===== config.mk =====
export PLATFORM = sky130hd
export DESIGN_NAME = i2c_req_arbiter
export DESIGN_NICKNAME = d
export VERILOG_FILES = /design/src/rtl/i2c_req_arbiter.sv
export SDC_FILE = /design/constraint.sdc
export NUM_CORES = 1
export LEC_CHECK = 0
export CAP_MARGIN = 20
export CORE_ASPECT_RATIO = 0.5
export CORE_MARGIN = 5
export CORE_UTILIZATION = 48
export CTS_CLUSTER_DIAMETER = 150
export DETAILED_ROUTE_END_ITERATION = 6
export PLACE_DENSITY = 0.86
export SETUP_SLACK_MARGIN = 0.1
export SYNTH_ARGS = -nofsm -noshare
export SYNTH_HDL_FRONTEND = slang
export SYNTH_SLANG_ARGS = --single-unit

===== constraint.sdc =====
create_clock -name sys_clk -period 4 [get_ports sys_clk]
set_input_delay 1 -clock sys_clk [delete_from_list [all_inputs] [get_ports sys_clk]]
set_output_delay 1 -clock sys_clk [all_outputs]
set_load 0.005 [all_outputs]

===== src/rtl/i2c_req_arbiter.sv =====
// Round-robin arbiter sharing one I2C master among NUM_REQ requesters.
// Latches the winner's transfer, strobes the master, and reports completion or timeout.
module i2c_req_arbiter #(
    parameter int NUM_REQ        = 4,
    parameter int TIMEOUT_CYCLES = 4096
) (
    input  logic                   sys_clk,
    input  logic                   rst,
    input  logic [NUM_REQ-1:0]     req,
    input  logic [8*NUM_REQ-1:0]   req_addr,
    input  logic [8*NUM_REQ-1:0]   req_data,
    input  logic [NUM_REQ-1:0]     req_wr_bit,
    output logic [NUM_REQ-1:0]     gnt,
    output logic [NUM_REQ-1:0]     done,
    output logic                   err,
    output logic [7:0]             m_addr,
    output logic [7:0]             m_data,
    output logic                   m_wr_bit,
    output logic                   m_run,
    input  logic                   m_done,
    output logic                   busy
);

    localparam int          IW       = (NUM_REQ > 1) ? $clog2(NUM_REQ) : 1;
    localparam logic [15:0] CNT_LAST = 16'(TIMEOUT_CYCLES - 1);

    typedef enum logic [1:0] {
        S_IDLE    = 2'd0,
        S_ISSUE   = 2'd1,
        S_WAIT    = 2'd2,
        S_RELEASE = 2'd3
    } state_t;

    state_t          r_state;
    logic [IW-1:0]   r_ptr;
    logic [IW-1:0]   r_winner;
    logic [15:0]     r_cnt;

    logic [IW-1:0]   w_winner;
    logic [IW-1:0]   w_idx;
    logic            w_any;

    assign w_any = |req;

    // Scan from the farthest slot back to ptr so the slot nearest ptr wins.
    always_comb begin
        w_winner = '0;
        w_idx    = '0;
        for (int k = NUM_REQ - 1; k >= 0; k--) begin
            w_idx = IW'((int'(r_ptr) + k) % NUM_REQ);
            if (req[w_idx]) begin
                w_winner = w_idx;
            end
        end
    end

    always_ff @(posedge sys_clk or posedge rst) begin
        if (rst) begin
            r_state  <= S_IDLE;
            r_ptr    <= '0;
            r_winner <= '0;
            r_cnt    <= '0;
            gnt      <= '0;
            done     <= '0;
            err      <= 1'b0;
            m_addr   <= '0;
            m_data   <= '0;
            m_wr_bit <= 1'b0;
            m_run    <= 1'b0;
            busy     <= 1'b0;
        end else begin
            case (r_state)
                S_IDLE: begin
                    if (w_any) begin
                        r_state  <= S_ISSUE;
                        r_winner <= w_winner;
                        gnt      <= NUM_REQ'(1) << w_winner;
                        m_addr   <= req_addr[{w_winner, 3'b000} +: 8];
                        m_data   <= req_data[{w_winner, 3'b000} +: 8];
                        m_wr_bit <= req_wr_bit[w_winner];
                        m_run    <= 1'b1;
                        busy     <= 1'b1;
                    end
                end
                S_ISSUE: begin
                    m_run   <= 1'b0;
                    r_cnt   <= '0;
                    r_state <= S_WAIT;
                end
                S_WAIT: begin
                    r_cnt <= r_cnt + 16'd1;
                    // A completion arriving on the last allowed cycle still counts as success.
                    if (m_done) begin
                        r_state <= S_RELEASE;
                        done    <= NUM_REQ'(1) << r_winner;
                        err     <= 1'b0;
                    end else if (r_cnt == CNT_LAST) begin
                        r_state <= S_RELEASE;
                        done    <= NUM_REQ'(1) << r_winner;
                        err     <= 1'b1;
                    end
                end
                S_RELEASE: begin
                    done    <= '0;
                    err     <= 1'b0;
                    gnt     <= '0;
                    busy    <= 1'b0;
                    r_ptr   <= (r_winner == IW'(NUM_REQ - 1)) ? '0 : r_winner + IW'(1);
                    r_state <= S_IDLE;
                end
                default: begin
                    r_state <= S_IDLE;
                end
            endcase
        end
    end

endmodule


# ---- Word level (Yosys, flattened, before mapping)
# Cells that the tools add are included.
dict set report word_totals {
  ff_bits 50
  out_inout_bits 28
  elab_cells 75
}
dict set report classes {
  eq_ne 7
  mux 31
  magnitude_cmp 5
  n_addsub 5
  shifts 4
  reduce_logical 11
}
# operator count
set ops {}
lappend ops {{variable part select 32 x 6 -> 8 bit} 2}
lappend ops {{case mux 16 bit (2 select lines)} 1}
lappend ops {{adder 16 x 1 -> 16 bit (second input constant)} 1}
lappend ops {{== test 16 x 12 -> 1 bit (second input constant)} 1}
lappend ops {{two-way mux 2 bit} 8}
lappend ops {{case mux 4 bit (2 select lines)} 2}
lappend ops {{< comparator 2 x 3 -> 1 bit (second input constant)} 5}
lappend ops {{two-way mux 4 bit} 3}
lappend ops {{binary-select mux 1 bit (select 2 bit)} 5}
lappend ops {{AND reduction 2 bit} 5}
lappend ops {{two-way mux 1 bit} 8}
lappend ops {{case mux 2 bit (4 select lines)} 1}
lappend ops {{nonzero test 2 bit} 4}
lappend ops {{<< shifter 1 x 2 -> 4 bit (first input constant)} 2}
lappend ops {{== test 2 bit (second input constant)} 3}
lappend ops {{case mux 1 bit (2 select lines)} 3}
lappend ops {{adder 2 x 1 -> 2 bit (second input constant)} 2}
lappend ops {{adder 2 bit (second input constant)} 2}
lappend ops {{OR reduction 4 bit} 1}
lappend ops {{inequality test 3 bit (second input constant)} 1}
lappend ops {{== test 2 x 1 -> 1 bit (second input constant)} 1}
lappend ops {{zero test 2 bit} 1}
lappend ops {{inequality test 2 bit (second input constant)} 1}

# ---- Longest topological paths before layout
# Gate-level depths: netlist of the first run.
dict set report logic_depth {
  word_depth 10
  depth_mapped 7
  depth_no_buf 7
}

# ---- Least setup slack after synthesis of the first run
# No wires, ideal clock.
dict set report synth_path {
  kind {in2reg}
  start {input port req[1]}
  end {register m_addr[0]}
  cell_stages 7
  arrival_ns 2.160
  n_path_buf 2
  path_slack_ns 1.702
  required_ns 3.862
  cell_sequence {nand2b_1 -> a21boi_0 -> o211ai_1 -> buf_4 -> buf_4 -> mux2i_1 -> o221ai_1}
}
dict set report synth_via {
  elab_chain_cells 7
}
# element line
set synth_lines {}
lappend synth_lines {{start: declaration} 9} ;# input logic [NUM_REQ-1:0] req,
lappend synth_lines {{binary-select mux 1 bit (select 2 bit)} 51} ;# if (req[w_idx]) begin
lappend synth_lines {{two-way mux 1 bit (implied by the code)} 51}
lappend synth_lines {{two-way mux 2 bit (4 in series)} 51}
lappend synth_lines {{variable part select 32 x 6 -> 8 bit} 78} ;# m_addr <= req_addr[{w_winner, 3'b000} +: 8];
lappend synth_lines {{end signal: assignment} 78}
lappend synth_lines {{end: declaration} 16} ;# output logic [7:0] m_addr,
# Parallel ways exist; a longest one is shown, timed or not. The select of a mux whose other input is x is not followed.
# A chain may end at the register's enable or synchronous reset.

# ---- Worst setup path after layout of the first run
dict set report layout_path {
  start {input port req[3]}
  end {register m_addr[7]}
}
# The elaborated chain is that of the path after synthesis.

==> results of run 1 <==
-- power by group through the flow --
stage          Combinational [mW]  Clock [mW]  Sequential, mW
2_1_floorplan               0.689           0           0.782
3_3_place_gp                 1.13           0           0.788
3_5_place_dp                 1.18           0           0.792
4_1_cts                      1.19       0.430           0.788
5_1_grt                      1.31       0.451           0.810
6_report                     1.18       0.426           0.790
-- state kept, by name, summed over array words and instances, names as in the netlist --
register  cells
r_winner      2
r_state       2
busy          1
m_run         1
err           1
m_addr        8
r_ptr         2
m_wr_bit      1
done          4
r_cnt        16
m_data        8
gnt           4
-- cells in the mapped netlist --
library cell / count
o21ai_0: 17
nand4bb_1: 2
and2b_2: 1
o41ai_4: 1
o32ai_1: 1
a21oi_1: 7
nand3_1: 6
o32a_1: 1
buf_4: 2
or3_1: 4
or4_4: 1
inv_1: 13
mux2_2: 1
nand2_1: 38
a32o_1: 3
or2_2: 1
xnor2_1: 2
nor3_1: 3
and3_1: 3
o31ai_1: 2
dfrtp_1: 50
mux2i_1: 34
o2bb2ai_1: 1
o41ai_1: 2
ha_1: 10
nor4_1: 3
o221ai_1: 17
o22ai_1: 1
o211ai_1: 1
xor2_1: 7
nor2_1: 15
nand4_4: 1
a21boi_0: 2
a21o_1: 1
buf_2: 4
nand2b_1: 2
a2bb2oi_1: 1
nand4_1: 4
nor2b_1: 3
clkbuf_1: 6
-- worst min-delay path by stage --
| stage | from | endpoint | cells after the start |
|---|---|---|---|
| global placement | m_data[2] | m_data[2] | 2 |
| global route | busy | busy | 1 |
| finish | busy | busy | 1 |
| detailed placement | busy | busy | 1 |
| floorplan | gnt[1] | gnt[1] | 2 |
| CTS | busy | busy | 1 |
-- cells by family after synthesis --
family                     after synthesis  synth area share
AOI/OAI and AO/OA                       58             0.155
xor gates and xnor gates                 9            0.0284
adders and majority gates               10            0.0450
buffers and inverters                   25            0.0383
DFF                                     50             0.450
muxes                                   35             0.127
and+or+nand+nor                         87             0.156
-- area by class of cell --
class,instances,area share
tap,73,0.0227
multi-input combinational,199,0.354
timing repair buffer,105,0.263
inverter,13,0.0122
clock buffer,7,0.0355
sequential,50,0.312
clock inverter,1,0.00125
-- per-stage QoR --
step | hold slack (ps) | cells | utilization
2_1_floorplan | 467 | 274 | -
3_3_place_gp | 469 | 439 | 0.695
3_5_place_dp | 476 | 439 | 0.695
4_1_cts | 490 | 447 | 0.721
5_1_grt | 506 | 448 | 0.725
6_report | 484 | 448 | 0.725
-- routing by layer --
metal / part of all wire / vias up / GRT usage
met4: 0.024 / 0 / 0.0730
met5: 0 / - / 0
met3: 0.038 / 21 / 0.0388
li1: - / 1199 / -
met1: 0.40 / 1237 / 0.237
met2: 0.54 / 76 / 0.387
==> impl_metrics.env, run 1 <==
export IMPL_fin_setup_tns_ps=0
export IMPL_critPathKind="in2reg"
export IMPL_intPower_mw=1.51
export IMPL_drt_iter0_drc=147
export IMPL_power_mw=2.40
export IMPL_fillers=399
export IMPL_vias_per_cell=5.65
export IMPL_final_cell_mix="clkdlybuf4s50_1, dfrtp_1, nand2_1"
export IMPL_worstSetupPathDepth=5
export IMPL_arrival_ps=3020
export IMPL_synth_area_leaders="dfrtp_1, mux2i_1, o221ai_1, nand2_1, ha_1"
export IMPL_n_antenna_cell=0
export IMPL_drt_pass1_iter_count=4
export IMPL_r2r_end="r_cnt[12]"
export IMPL_max_freq_ghz=0.346
export IMPL_final_cell_area_um2=4020
export IMPL_synth_top_cell_by_area="dfrtp_1"
export IMPL_grt_pass1_vias=2654
export IMPL_ys_warn_count=0
export IMPL_multi_input_area_um2=1420
export IMPL_cts_hold_buf=0
export IMPL_sw_frac_of_total=0.371
export IMPL_grt_pass1_wl_um=12800
export IMPL_ys_seq_area_frac=0.450
export IMPL_cp_buffers_inverters=1
export IMPL_crit_path_start="req[3]"
export IMPL_ctsLongestPathBuffers=2
export IMPL_die_height_um=63.8
export IMPL_numCtsBuffers=5
export IMPL_die_width_um=118
export IMPL_grt_usage=0.205
export IMPL_setup_viol=0
export IMPL_routed_wl_um=7650
export IMPL_p_leak_nw=1.79
export IMPL_dpl_instance_area_um2=3850
export IMPL_required_ps=4130
export IMPL_ios=103
export IMPL_postLayoutSetupSlackWorst_ps=1110
export IMPL_insertion_delay_ps=280
export IMPL_cp_cell_sequence="clkdlybuf4s50_1 > nor4_1 > nor2b_1 > nand2_1 > o221ai_1"
export IMPL_pre_cts_slack_ps=851
export IMPL_fin_worst_skew_ps=2.99
export IMPL_power_switching_uw=889
export IMPL_reg2reg_from="r_state[0]"
export IMPL_vias=2533
export IMPL_rsz0062_at_grt="no"
export IMPL_drc=0
export IMPL_area_growth_syn_to_layout_pct=44.5
export IMPL_globalRouteOverflowTotal=0
export IMPL_synth_cell_types=40
export IMPL_cts_num_sinks=50
export IMPL_synth_area_um2=2780
export IMPL_postSynthAreaPerCell_um2=10.1
export IMPL_clockPowerShare=0.178
export IMPL_seq_area_um2=1250
export IMPL_io_buffers=102
export IMPL_ir_worst_vdd_mv=0.386
export IMPL_drtAntennaViolNets=0
export IMPL_status="finished, final reports clean"
export IMPL_hold_viol=0
export IMPL_cts_root_buffer="clkbuf_16"
export IMPL_grt_max_degree=51
export IMPL_initial_core_util=0.501
export IMPL_synth_top_cell_area_share=0.450
export IMPL_gp_congestion=0.796
export IMPL_endpoint="m_addr[7]"
export IMPL_cp_slowest_cell="nor4_1"
export IMPL_final_common_cell="clkdlybuf4s50_1"
export IMPL_max_stage_delay_ps=610
export IMPL_clk_pin_slew_ps=60
export IMPL_seqPwrFrac=0.330
export IMPL_critical_path_top_delay_family="simple AND/OR/NAND/NOR gates"
export IMPL_htreeDepth=2
export IMPL_worstRegToRegCells=6
export IMPL_tightest_slew_ps=630
export IMPL_cts_tree="done"
export IMPL_period_minus_slack_ps=2890
export IMPL_postCtsSetupBuffers=0
export IMPL_worst_setup_path_start_kind="input port"
export IMPL_cts_resized=0
export IMPL_period_share=0.722
export IMPL_p_comb_frac=0.492
export IMPL_power_density_nw_per_um2=597
export IMPL_netlist_instances=274
export IMPL_antenna_found_initial=0
export IMPL_ys_ff_latch=50
export IMPL_hold_class="reg2reg"
export IMPL_core_area_um2=5540
export IMPL_die_area_um2=7500
export IMPL_drive_above_1_share=0.0453
export IMPL_floorplan_rows=19
export IMPL_syn_num_nets=359
export IMPL_cap_violations=0
export IMPL_fin_nets=459
export IMPL_r2r_slack_ps=1690
export IMPL_dp_hpwl_um=5780
export IMPL_cp_end_kind="register"
export IMPL_max_slew_margin=0.576
export IMPL_wire_per_inst_um=17.1
export IMPL_crit_path_max_fanout=18
export IMPL_drv_slew=0
No activity file was read; power rests on OpenSTA's default activity.
==> run 2, diff against run 1 <==
Settings changed: CORE_UTILIZATION 48 to 40, PLACE_DENSITY 0.86 to 0.76.
Clock period 4 ns to 2.6 ns, I/O delays scaled along.
==> run 2 against run 1 <==
  * Sequential cell count unchanged
  * Via count decreased by 2.3%
  * First-iteration DRC count decreased by 31%
  * Global-route usage decreased by 3.0 points
  * Die area increased by 17%
  * Setup slack got worse by 790 ps
  * Utilization decreased by 11 points
  * Clock power increased by 46%
  * Worst hold slack improved by 3.6 ps
  * Critical path type unchanged
==> impl_metrics.env, run 2 (synthesis results as in run 1) <==
export IMPL_numCtsBuffers=5
export IMPL_initial_core_util=0.413
export IMPL_ctsLongestPathBuffers=2
export IMPL_critPathKind="in2reg"
export IMPL_postLayoutSetupSlackWorst_ps=317
export IMPL_clockPowerShare=0.164
export IMPL_period_minus_slack_ps=2280
export IMPL_grt_pass1_wl_um=12400
export IMPL_seqPwrFrac=0.322
export IMPL_cp_end_kind="register"
export IMPL_area_growth_syn_to_layout_pct=47.9
export IMPL_max_freq_ghz=0.438
export IMPL_gp_congestion=0.799
export IMPL_postCtsSetupBuffers=0
export IMPL_drv_slew=0
export IMPL_route_met2_wl_um=4220
export IMPL_cts_root_buffer="clkbuf_16"
export IMPL_power_switching_mw=1.40
export IMPL_fin_setup_tns_ps=0
export IMPL_p_comb_frac=0.513
export IMPL_insertion_delay_ps=280
export IMPL_n_antenna_cell=0
export IMPL_die_height_um=68.9
export IMPL_top_regs="r_cnt (16), m_addr (8), m_data (8)"
export IMPL_seq_area_um2=1250
export IMPL_power_density_nw_per_um2=918
export IMPL_cts_hold_buf=0
export IMPL_grt_usage=0.176
export IMPL_vias=2476
export IMPL_drtAntennaViolNets=0
export IMPL_drc=0
export IMPL_wl_met1_um=3200
export IMPL_arrival_ps=2430
export IMPL_worst_setup_path_start_kind="input port"
export IMPL_top_register="r_cnt"
export IMPL_fin_nets=467
export IMPL_multi_input_area_um2=1420
export IMPL_final_cell_mix="clkdlybuf4s50_1, dfrtp_1, nand2_1"
export IMPL_wire_per_inst_um=16.6
export IMPL_core_area_um2=6730
export IMPL_cts_num_sinks=50
export IMPL_vias_per_cell=5.22
export IMPL_dr_wl_met3_um=320
export IMPL_p_leak_nw=1.83
export IMPL_hold_viol=0
export IMPL_highest_layer="met4"
export IMPL_die_width_um=128
export IMPL_hold_class="reg2reg"
export IMPL_floorplan_rows=21
export IMPL_routed_wl_um=7850
export IMPL_largest_reg_flops=16
export IMPL_sw_frac_of_total=0.370
export IMPL_drt_pass1_iter_count=4
export IMPL_tightest_slew_ps=552
export IMPL_ir_worst_vdd_mv=0.369
export IMPL_io_buffers=102
export IMPL_cap_violations=0
export IMPL_fin_worst_skew_ps=6.89
export IMPL_globalRouteOverflowTotal=0
export IMPL_drive_above_1_share=0.0602
export IMPL_intPower_mw=2.38
export IMPL_final_common_cell="clkdlybuf4s50_1"
export IMPL_fillers=590
export IMPL_cts_tree="done"
export IMPL_cts_resized=0
export IMPL_dp_hpwl_um=6050
export IMPL_worstRegToRegCells=6
export IMPL_clk_pin_slew_ps=60
export IMPL_required_ps=2740
export IMPL_grt_pass1_vias=2686
export IMPL_period_share=0.878
export IMPL_die_area_um2=8810
export IMPL_hold_depth=2
export IMPL_status="finished, final reports clean"
export IMPL_ios=103
export IMPL_max_slew_margin=0.628
export IMPL_setup_viol=0
export IMPL_grt_max_degree=27
export IMPL_pre_cts_slack_ps=18.6
export IMPL_antenna_found_initial=0
export IMPL_drt_iter0_drc=102
export IMPL_crit_path_max_fanout=21
export IMPL_rsz0062_at_grt="no"
export IMPL_htreeDepth=2
run 2: cell count changes in the layout (fill, tap and decap cells not counted):
cell,before,now
buf_4,2,8
clkinv_2,1,0
clkbuf_8,1,0
buf_12,1,3
clkbuf_1,1,2
run 2: worst max-delay path, cell delays in order:
cell and delay, ps:
clkdlybuf4s50_1 410, nand2b_1 160, a21boi_0 130, o211ai_1 450
buf_12 250, mux2i_1 220, o221ai_1 150
run 2: worst paths after layout:
path | from | end | slack, ps
worst max-delay path | req[1] | m_addr[5] | 320
worst min-delay path | m_data[5] | m_data[5] | 490
worst max register to register | r_state[0] | r_cnt[12] | 480
worst min register to register | m_data[5] | m_data[5] | 490
max in group asynchronous | rst | r_ptr[1] | 1330
min in group asynchronous | rst | r_cnt[14] | 740
run 2: per-stage QoR:
step / instances / hold slack (ps) / power (mW) / util / cell area (um2)
2_1_floorplan: 274 / 467 / 2.26 / - / 2780
3_3_place_gp: 467 / 471 / 3.08 / 0.591 / 3980
3_5_place_dp: 467 / 473 / 3.16 / 0.591 / 3980
4_1_cts: 474 / 492 / 3.80 / 0.611 / 4110
5_1_grt: 474 / 511 / 4.04 / 0.611 / 4110
6_report: 474 / 487 / 3.77 / 0.611 / 4110
run 2: final cells by class:
| type | instances | share of cell area |
|---|---|---|
| timing repair buffer | 113 | 0.278 |
| inverter | 13 | 0.0119 |
| sequential | 50 | 0.305 |
| tap | 92 | 0.0280 |
| clock buffer | 7 | 0.0323 |
| multi-input combinational | 199 | 0.346 |
run 2: per-layer routing:
metal	vias to the layer above	track usage
met5	-	0
met4	0	0.0476
met3	13	0.0392
met2	56	0.344
met1	1197	0.198
li1	1210	-
run 2: power groups by stage:
| stage | sequential (mW) | combinational (mW) | clock [mW] |
|---|---|---|---|
| after floorplan | 1.20 | 1.06 | 0 |
| after CTS | 1.21 | 1.95 | 0.628 |
| final | 1.22 | 1.94 | 0.620 |
| after global routing | 1.25 | 2.12 | 0.670 |
| after global placement | 1.21 | 1.87 | 0 |
| after detailed placement | 1.22 | 1.94 | 0 |
